File: config.mk
export PLATFORM = sky130hd
export DESIGN_NAME = uart_tx_ctrl_flat
export DESIGN_NICKNAME = d
export VERILOG_FILES = /design/src/rtl/uart_tx_if.sv /design/src/rtl/uart_tx_ctrl.sv /design/src/flat_wrapper.sv
export SDC_FILE = /design/constraint.sdc
export NUM_CORES = 1
export LEC_CHECK = 0
export ABC_AREA = 1
export CORE_UTILIZATION = 40
export DETAILED_ROUTE_END_ITERATION = 6
export HOLD_SLACK_MARGIN = 0.02
export SYNTH_ARGS = -nofsm -noshare
export SYNTH_HDL_FRONTEND = slang
export SYNTH_SLANG_ARGS = --single-unit
export TNS_END_PERCENT = 5
File: constraint.sdc
create_clock -name clk -period 4.34 [get_ports clk]
set_input_delay 0.651 -clock clk [delete_from_list [all_inputs] [get_ports clk]]
set_output_delay 0.651 -clock clk [all_outputs]
set_load 0.01 [all_outputs]
File: src/rtl/uart_tx_if.sv
// rtl/uart_tx_if.sv - byte handshake between a requester and the UART transmit sequencer
interface uart_tx_if;
    logic [7:0] tx_data;
    logic       tx_valid;
    logic       tx_ready;

    modport master (output tx_data, output tx_valid, input tx_ready);
    modport slave  (input tx_data, input tx_valid, output tx_ready);
endinterface

File: src/rtl/uart_tx_ctrl.sv
// rtl/uart_tx_ctrl.sv - UART transmit sequencer: start, 8 data bits LSB first, optional even parity, stop
module uart_tx_ctrl #(
    parameter int CLKS_PER_BIT = 16,
    parameter bit PARITY_EN    = 1'b1,
    parameter int STOP_BITS    = 1
) (
    input  logic      clk,
    input  logic      rst,
    uart_tx_if.slave  bus,
    output logic      par_load,
    output logic      tx,
    output logic      busy,
    output logic      done
);
    localparam int STOP_LEN = STOP_BITS * CLKS_PER_BIT;
    localparam int CW       = $clog2(STOP_LEN);
    localparam logic [CW-1:0] BIT_LAST  = CW'(CLKS_PER_BIT - 1);
    localparam logic [CW-1:0] STOP_LAST = CW'(STOP_LEN - 1);

    typedef enum logic [2:0] {IDLE, START, DATA, PARITY, STOP} state_t;

    state_t        state, state_n;
    logic [CW-1:0] cnt, cnt_n;
    logic [2:0]    bit_idx, bit_n;
    logic [7:0]    shift, shift_n;
    logic          parity_bit, parity_n;
    logic          tx_n, busy_n, done_n, ready_n, par_load_n;
    logic          accept;

    always_comb begin
        state_n    = state;
        cnt_n      = cnt + 1'b1;
        bit_n      = bit_idx;
        shift_n    = shift;
        parity_n   = parity_bit;
        par_load_n = 1'b0;
        accept     = bus.tx_valid && bus.tx_ready;

        case (state)
            IDLE: begin
                cnt_n = '0;
                if (accept) begin
                    state_n    = START;
                    shift_n    = bus.tx_data;
                    parity_n   = ^bus.tx_data;
                    par_load_n = 1'b1;
                end
            end
            START: begin
                if (cnt == BIT_LAST) begin
                    state_n = DATA;
                    cnt_n   = '0;
                    bit_n   = '0;
                end
            end
            DATA: begin
                if (cnt == BIT_LAST) begin
                    cnt_n   = '0;
                    shift_n = {1'b0, shift[7:1]};
                    bit_n   = bit_idx + 1'b1;
                    if (bit_idx == 3'd7)
                        state_n = PARITY_EN ? PARITY : STOP;
                end
            end
            PARITY: begin
                if (cnt == BIT_LAST) begin
                    state_n = STOP;
                    cnt_n   = '0;
                end
            end
            STOP: begin
                if (cnt == STOP_LAST) begin
                    state_n = IDLE;
                    cnt_n   = '0;
                end
            end
            default: begin
                state_n = IDLE;
                cnt_n   = '0;
            end
        endcase

        // Outputs are decoded from the next state so the registered copies line up with it
        case (state_n)
            START:   tx_n = 1'b0;
            DATA:    tx_n = shift_n[0];
            PARITY:  tx_n = parity_n;
            default: tx_n = 1'b1;
        endcase
        busy_n  = (state_n != IDLE);
        ready_n = (state_n == IDLE);
        done_n  = (state_n == STOP) && (cnt_n == STOP_LAST);
    end

    always_ff @(posedge clk or posedge rst) begin
        if (rst) begin
            state        <= IDLE;
            cnt          <= '0;
            bit_idx      <= '0;
            shift        <= '0;
            parity_bit   <= 1'b0;
            tx           <= 1'b1;
            busy         <= 1'b0;
            done         <= 1'b0;
            bus.tx_ready <= 1'b1;
            par_load     <= 1'b0;
        end else begin
            state        <= state_n;
            cnt          <= cnt_n;
            bit_idx      <= bit_n;
            shift        <= shift_n;
            parity_bit   <= parity_n;
            tx           <= tx_n;
            busy         <= busy_n;
            done         <= done_n;
            bus.tx_ready <= ready_n;
            par_load     <= par_load_n;
        end
    end
endmodule

File: src/flat_wrapper.sv
// flat-port wrapper written by rule: the top's interface ports become plain ports
module uart_tx_ctrl_flat 
#(
    parameter int CLKS_PER_BIT = 16,
    parameter bit PARITY_EN    = 1'b1,
    parameter int STOP_BITS    = 1
)
  (clk, rst, par_load, tx, busy, done, bus_tx_data, bus_tx_valid, bus_tx_ready);
  uart_tx_if bus_i ();
  input  logic clk;
  input  logic rst;
  output logic par_load;
  output logic tx;
  output logic busy;
  output logic done;
  input wire logic [$bits(bus_i.tx_data)-1:0] bus_tx_data;
  input wire logic [$bits(bus_i.tx_valid)-1:0] bus_tx_valid;
  output wire logic [$bits(bus_i.tx_ready)-1:0] bus_tx_ready;
  assign bus_i.tx_data = bus_tx_data;
  assign bus_i.tx_valid = bus_tx_valid;
  assign bus_tx_ready = bus_i.tx_ready;
  uart_tx_ctrl #(.CLKS_PER_BIT(CLKS_PER_BIT), .PARITY_EN(PARITY_EN), .STOP_BITS(STOP_BITS)) u_core (.clk(clk), .rst(rst), .bus(bus_i), .par_load(par_load), .tx(tx), .busy(busy), .done(done));
endmodule
==> flow_summary.yaml, run 1 <==
worst_setup_path:
  critPathBufInv: 1
  critPathMaxStageDelay_ns: 0.56
  worstPathArrival_ns: 1.41
  startpoint_type: "register"
  required_ns: 3.69
  ff2ff_setup_slack_ns: 2.69
  cp_cell_sequence: "clkdlybuf4s50_1"
  rr_endpoint: "u_core.busy"
  cpLargestDelayFamily: "flip-flops"
  cp-end-kind: "primary output"
  crit_type: "register to primary output"
  reg2reg_from: "u_core.cnt[0]"
  reg2reg_depth: 8
  cp_slowest_cell: "dfstp_2"
  crit_fanout: 2
drt:
  first_pass_iters: 4
  vias: 1098
  drc: 0
  routedWlPerCell_um: 10.97
  routed_wl_um: 2544
  drt-vias-per-instance: 4.733
  antenna_left: 0
  detailedRoute.firstIterationViolations: 59
global_routing:
  grt_pass1_wl_um: 4450
  met3_usage_pct: 4.051
  grt_overflow_total: 0
  grt_usage_pct: 16.44
  grtUsageMet2_pct: 25.75
  use_met1_pct: 23.36
  grt.busiest_layer: "met2"
  antenna_found_initial: 0
  grt_pass1_vias: 978
  grt_max_degree: 25
floorplanning:
  die_y_um: 60.77
  core_mm2: 0.003153
  ios: 16
  fp-row-count: 20
  initial_core_util_pct: 43.81
  fp.dieW_um: 60.77
  fp.dieArea_mm2: 0.003692
clock_tree:
  numCtsBuffers: 3
  clk_pin_slew_worst_paths_ns: 0.13
  cts_root_buffer: "clkbuf_4"
  tritoncts: "done"
  clock-sinks: 24
  clockBufferDepth: 2
  cts_setup_buffers: 0
  postCtsHoldBufs: 0
  cts-resized-gates: 0
  htreeDepth: 1
  clkLatencyLatePin_ns: 0.31
worst_hold_path:
  hp-class: "register to register"
  hold_path_startpoint: "u_core.cnt[0]"
  holdPathEnd: "u_core.cnt[0]"
  hold_depth: 1
logic_synthesis:
  yosys_warnings: 0
  syn_area_mm2: 0.001381
  synth_cells: 169
  yosys.area.top_type_share_pct: 39.86
  synth_edf_count: 0
  ys_types: 28
  seq_area_frac_synth_pct: 43.66
  ys_ff_latch: 24
  synthArstFlopShare_pct: 100.0
  synth.net_count: 183
  avgSynthCellArea_um2: 8.174
  ys.flop_type: "dfrtp_1"
  yosys-top-cells-area: "dfrtp_1 (40%), nand2_1 (15%), inv_1 (6.0%)"
  synth_top_cell_by_area: "dfrtp_1"
timing:
  slew_headroom_pct: 38.55
  setup_tns_ns: 0
  setup_viol: 0
  timing.final.crit_share_pct: 47.38
  max_freq_mhz: 486.3
  worstMarginPinSlew_ns: 0.9208
  rsz0062_at_grt: "no"
  fin_crit_ns: 2.056
  slew_viol_final: 0
  hold_viol: 0
  clock-skew-final_ns: 0.006592
outcome:
  status: "complete, no violations"
cells_and_area:
  nets: 203
  most-common-layout-cells: "nand2_1 (55), inv_1 (22), dfrtp_1 (22)"
  area_delta_synth_final_pct: 18.66
  fillers: 311
  drive_gt1_share_pct: 14.89
  antenna_cells: 0
  layout_commonest_cell: "nand2_1"
placed_design:
  place.gp.congestion: 0.9034
  hpwlAfterDp_um: 2034
  port_buffers: 15
power_and_ir_drop:
  power_leakage_nw: 0.8428
  total_power_uw: 420.8
  ir_drop_v: 0.0002316
  p_per_area_mw_per_mm2: 256.7
flow_run:
  maxCapViolCount: 0
-- logic make-up (layout without fill, tap and decap cells) --
kind of cell	Yosys count	after routing	synth area share, %
simple gates	97	97	35.78
flops	24	24	43.66
fa+ha+maj	3	3	2.718
buf+inv	28	47	8.696
compound gates	16	16	8.514
xor+xnor	1	1	0.6342
-- power breakdown --
group / switching (mW) / internal, mW
Combinational: 0.0215 / 0.0151
Sequential: 0 / 0.224
Clock: 0.0671 / 0.0933
Total: 0.0886 / 0.332
-- area by class of cell --
| cell class | instances | area, um2 | share of cell area (%) |
|---|---|---|---|
| tap | 44 | 55.05 | 3.359 |
| inverter | 28 | 120.1 | 7.328 |
| multi-input combinational | 117 | 658.1 | 40.15 |
| sequential | 24 | 603.1 | 36.79 |
| timing repair buffer | 15 | 150.1 | 9.160 |
| clock inverter | 1 | 30.03 | 1.832 |
| clock buffer | 3 | 22.52 | 1.374 |
-- per-layer routing --
metal	vias to the layer above	share of wire (%)
met3	2	3.7
met4	0	0.55
met1	499	50
met5	-	0
met2	20	45
li1	577	-
-- sequential cells by signal (all words and copies together) (netlist names) --
name and cells:
u_core.done 1, u_core.cnt 4, u_core.parity_bit 1, u_core.state 3
u_core.tx 1, u_core.bit_idx 3, u_core.bus.tx_ready 1, u_core.par_load 1
u_core.busy 1, u_core.shift 8
-- through the flow --
stage / instance area (um2) / setup slack [ns] / hold WS [ns] / util (%) / cells
3_5_place_dp: 1587 / 2.343 / 0.4762 / 50.32 / 228
4_1_cts: 1639 / 2.273 / 0.4990 / 51.98 / 232
6_report: 1639 / 2.284 / 0.4919 / 51.98 / 232
2_1_floorplan: 1381 / 2.827 / 0.4516 / - / 169
3_3_place_gp: 1587 / 2.403 / 0.4731 / 50.32 / 228
5_1_grt: 1639 / 2.236 / 0.5330 / 51.98 / 232
-- cell usage after synthesis, types with 3 or more instances --
master / count
o221ai_1: 3
inv_2: 4
nor2_1: 11
nand2_1: 55
nor2_4: 3
inv_1: 22
a22oi_1: 3
dfrtp_1: 22
nand3_2: 4
o21ai_0: 7
ha_1: 3
nand3_1: 12
-- how the worst max path moves through the flow --
stage                     slack (ns)      endpoint                 from  cells past startpoint
final                           2.28  bus_tx_ready  u_core.bus.tx_ready                      1
after global routing            2.24  bus_tx_ready  u_core.bus.tx_ready                      1
after CTS                       2.27  bus_tx_ready  u_core.bus.tx_ready                      1
after detailed placement        2.34     u_core.tx       bus_tx_data[2]                     10
after global placement          2.40     u_core.tx       bus_tx_data[0]                     11
after floorplan                 2.83   u_core.busy        u_core.cnt[0]                      8
No activity file was read; power rests on OpenSTA's default activity.
==> run 2, diff against run 1 <==
- clock period: 4.34 -> 1.8 ns (I/O delays scaled with it)
==> flow_summary.yaml, run 2 (synthesis results as in run 1) <==
outcome:
  status: "complete, no violations"
power_and_ir_drop:
  power_leakage_nw: 0.8476
  total_power_mw: 1.011
  sequentialPowerShare_pct: 53.3
  pwr-share-clk_pct: 37.7
  switchingPower_uw: 208.9
  combPwrFrac_pct: 8.9
  p_per_area_mw_per_mm2: 614.3
  p_int_uw: 802.5
  p_sw_share_pct: 20.66
  ir_drop_v: 0.0004506
clock_tree:
  cts_setup_buffers: 0
  postCtsHoldBufs: 0
  clockBufferDepth: 2
  clkLatencyLatePin_ns: 0.31
  clk_pin_slew_worst_paths_ns: 0.13
  cts-resized-gates: 0
  numCtsBuffers: 3
  cts_root_buffer: "clkbuf_4"
  tritoncts: "done"
  clock-sinks: 24
  htreeDepth: 1
worst_setup_path:
  critPathMaxStageDelay_ns: 0.56
  worstPathArrival_ns: 1.39
  cp-end-kind: "primary output"
  critPathBufInv: 1
  required_ns: 1.53
  crit_type: "register to primary output"
  cp_cell_sequence: "clkdlybuf4s50_1"
  cpLargestDelayFamily: "flip-flops"
  startpoint_type: "register"
  cp_slowest_cell: "dfstp_2"
  crit_fanout: 2
cells_and_area:
  antenna_cells: 0
  layout_commonest_cell: "nand2_1"
  reg.largest.list: "u_core.shift (8), u_core.cnt (4)"
  area_delta_synth_final_pct: 19.20
  largest_reg_flops: 8
  top_register: "u_core.shift"
  stdcell_count: 233
  final_util_pct: 52.22
  fillers: 308
  drive_gt1_share_pct: 15.34
  most-common-layout-cells: "nand2_1 (55), inv_1 (22), dfrtp_1 (22)"
  finish.instance_area_mm2: 0.001647
  nets: 204
global_routing:
  antenna_found_initial: 0
  grt_overflow_total: 0
  grt_pass1_wl_um: 4629
  grt_usage_pct: 16.96
  grt_max_degree: 25
  grt_pass1_vias: 1093
placed_design:
  postPlaceCellArea_mm2: 0.001594
  port_buffers: 15
  pre_cts_slack_ns: 0.1721
  place.gp.congestion: 0.8659
  hpwlAfterDp_um: 1993
  dp_cells: 229
timing:
  holdWs_ns: 0.2821
  fin_crit_ns: 1.661
  timing.final.crit_share_pct: 92.27
  hold_viol: 0
  clock-skew-final_ns: 0.003453
  setup_tns_ns: 0
  setup_viol: 0
  slew_headroom_pct: 79.96
  max_freq_mhz: 602.1
  rsz0062_at_grt: "no"
  final_critical_path_setup_slack_ns: 0.1391
  slew_viol_final: 0
  worstMarginPinSlew_ns: 0.3006
floorplanning:
  die_y_um: 60.77
  core_mm2: 0.003153
  fp.dieW_um: 60.77
  fp-row-count: 20
  initial_core_util_pct: 43.81
  ios: 16
  fp.dieArea_mm2: 0.003692
flow_run:
  maxCapViolCount: 0
drt:
  drc: 0
  routedWlPerCell_um: 10.93
  drt-vias-per-instance: 4.871
  antenna_left: 0
  vias: 1135
  detailedRoute.firstIterationViolations: 48
  routed_wl_um: 2547
  first_pass_iters: 4
worst_hold_path:
  hp-class: "input pin to asynchronous set/reset pin"
-- run 2: cell types whose count changed in the layout (fill, tap and decap cells not counted), sizes merged --
cell / previous run / this run
buf: 0 / 1
-- run 2: layout make-up --
| cell class | count | area (um2) | area share [%] |
|---|---|---|---|
| multi-input combinational | 117 | 658.1 | 39.97 |
| clock inverter | 1 | 30.03 | 1.824 |
| tap | 44 | 55.05 | 3.343 |
| inverter | 28 | 120.1 | 7.295 |
| clock buffer | 3 | 22.52 | 1.368 |
| timing repair buffer | 16 | 157.7 | 9.574 |
| sequential | 24 | 603.1 | 36.63 |
-- run 2: path summary, 6_finish.rpt --
path                                startpoint             to  slack, ns  depth (start not counted)
max                        u_core.bus.tx_ready   bus_tx_ready       0.14                          1
min                                        rst    u_core.done       0.28                          3
max reg2reg                      u_core.cnt[0]    u_core.busy       0.16                          8
min reg2reg                      u_core.cnt[0]  u_core.cnt[0]       0.50                          1
max in group asynchronous                  rst      u_core.tx       1.23                          3
min in group clk                 u_core.cnt[0]  u_core.cnt[0]       0.50                          1
-- run 2: power groups by stage --
stage                     logic (mW)  clock network [mW]  registers (mW)
after floorplan               0.0474                   0           0.549
after detailed placement      0.0905                   0           0.549
after global routing           0.104               0.428           0.540
after CTS                     0.0908               0.397           0.539
final                         0.0903               0.382           0.539
after global placement        0.0875                   0           0.549
-- run 2: routing by layer --
metal	global-route usage [%]	wire [um]	up-vias
met1	22.01	1257	524
met2	27.79	1163	25
li1	-	-	582
met3	4.691	91	4
met4	4.870	36	0
met5	0	0	-
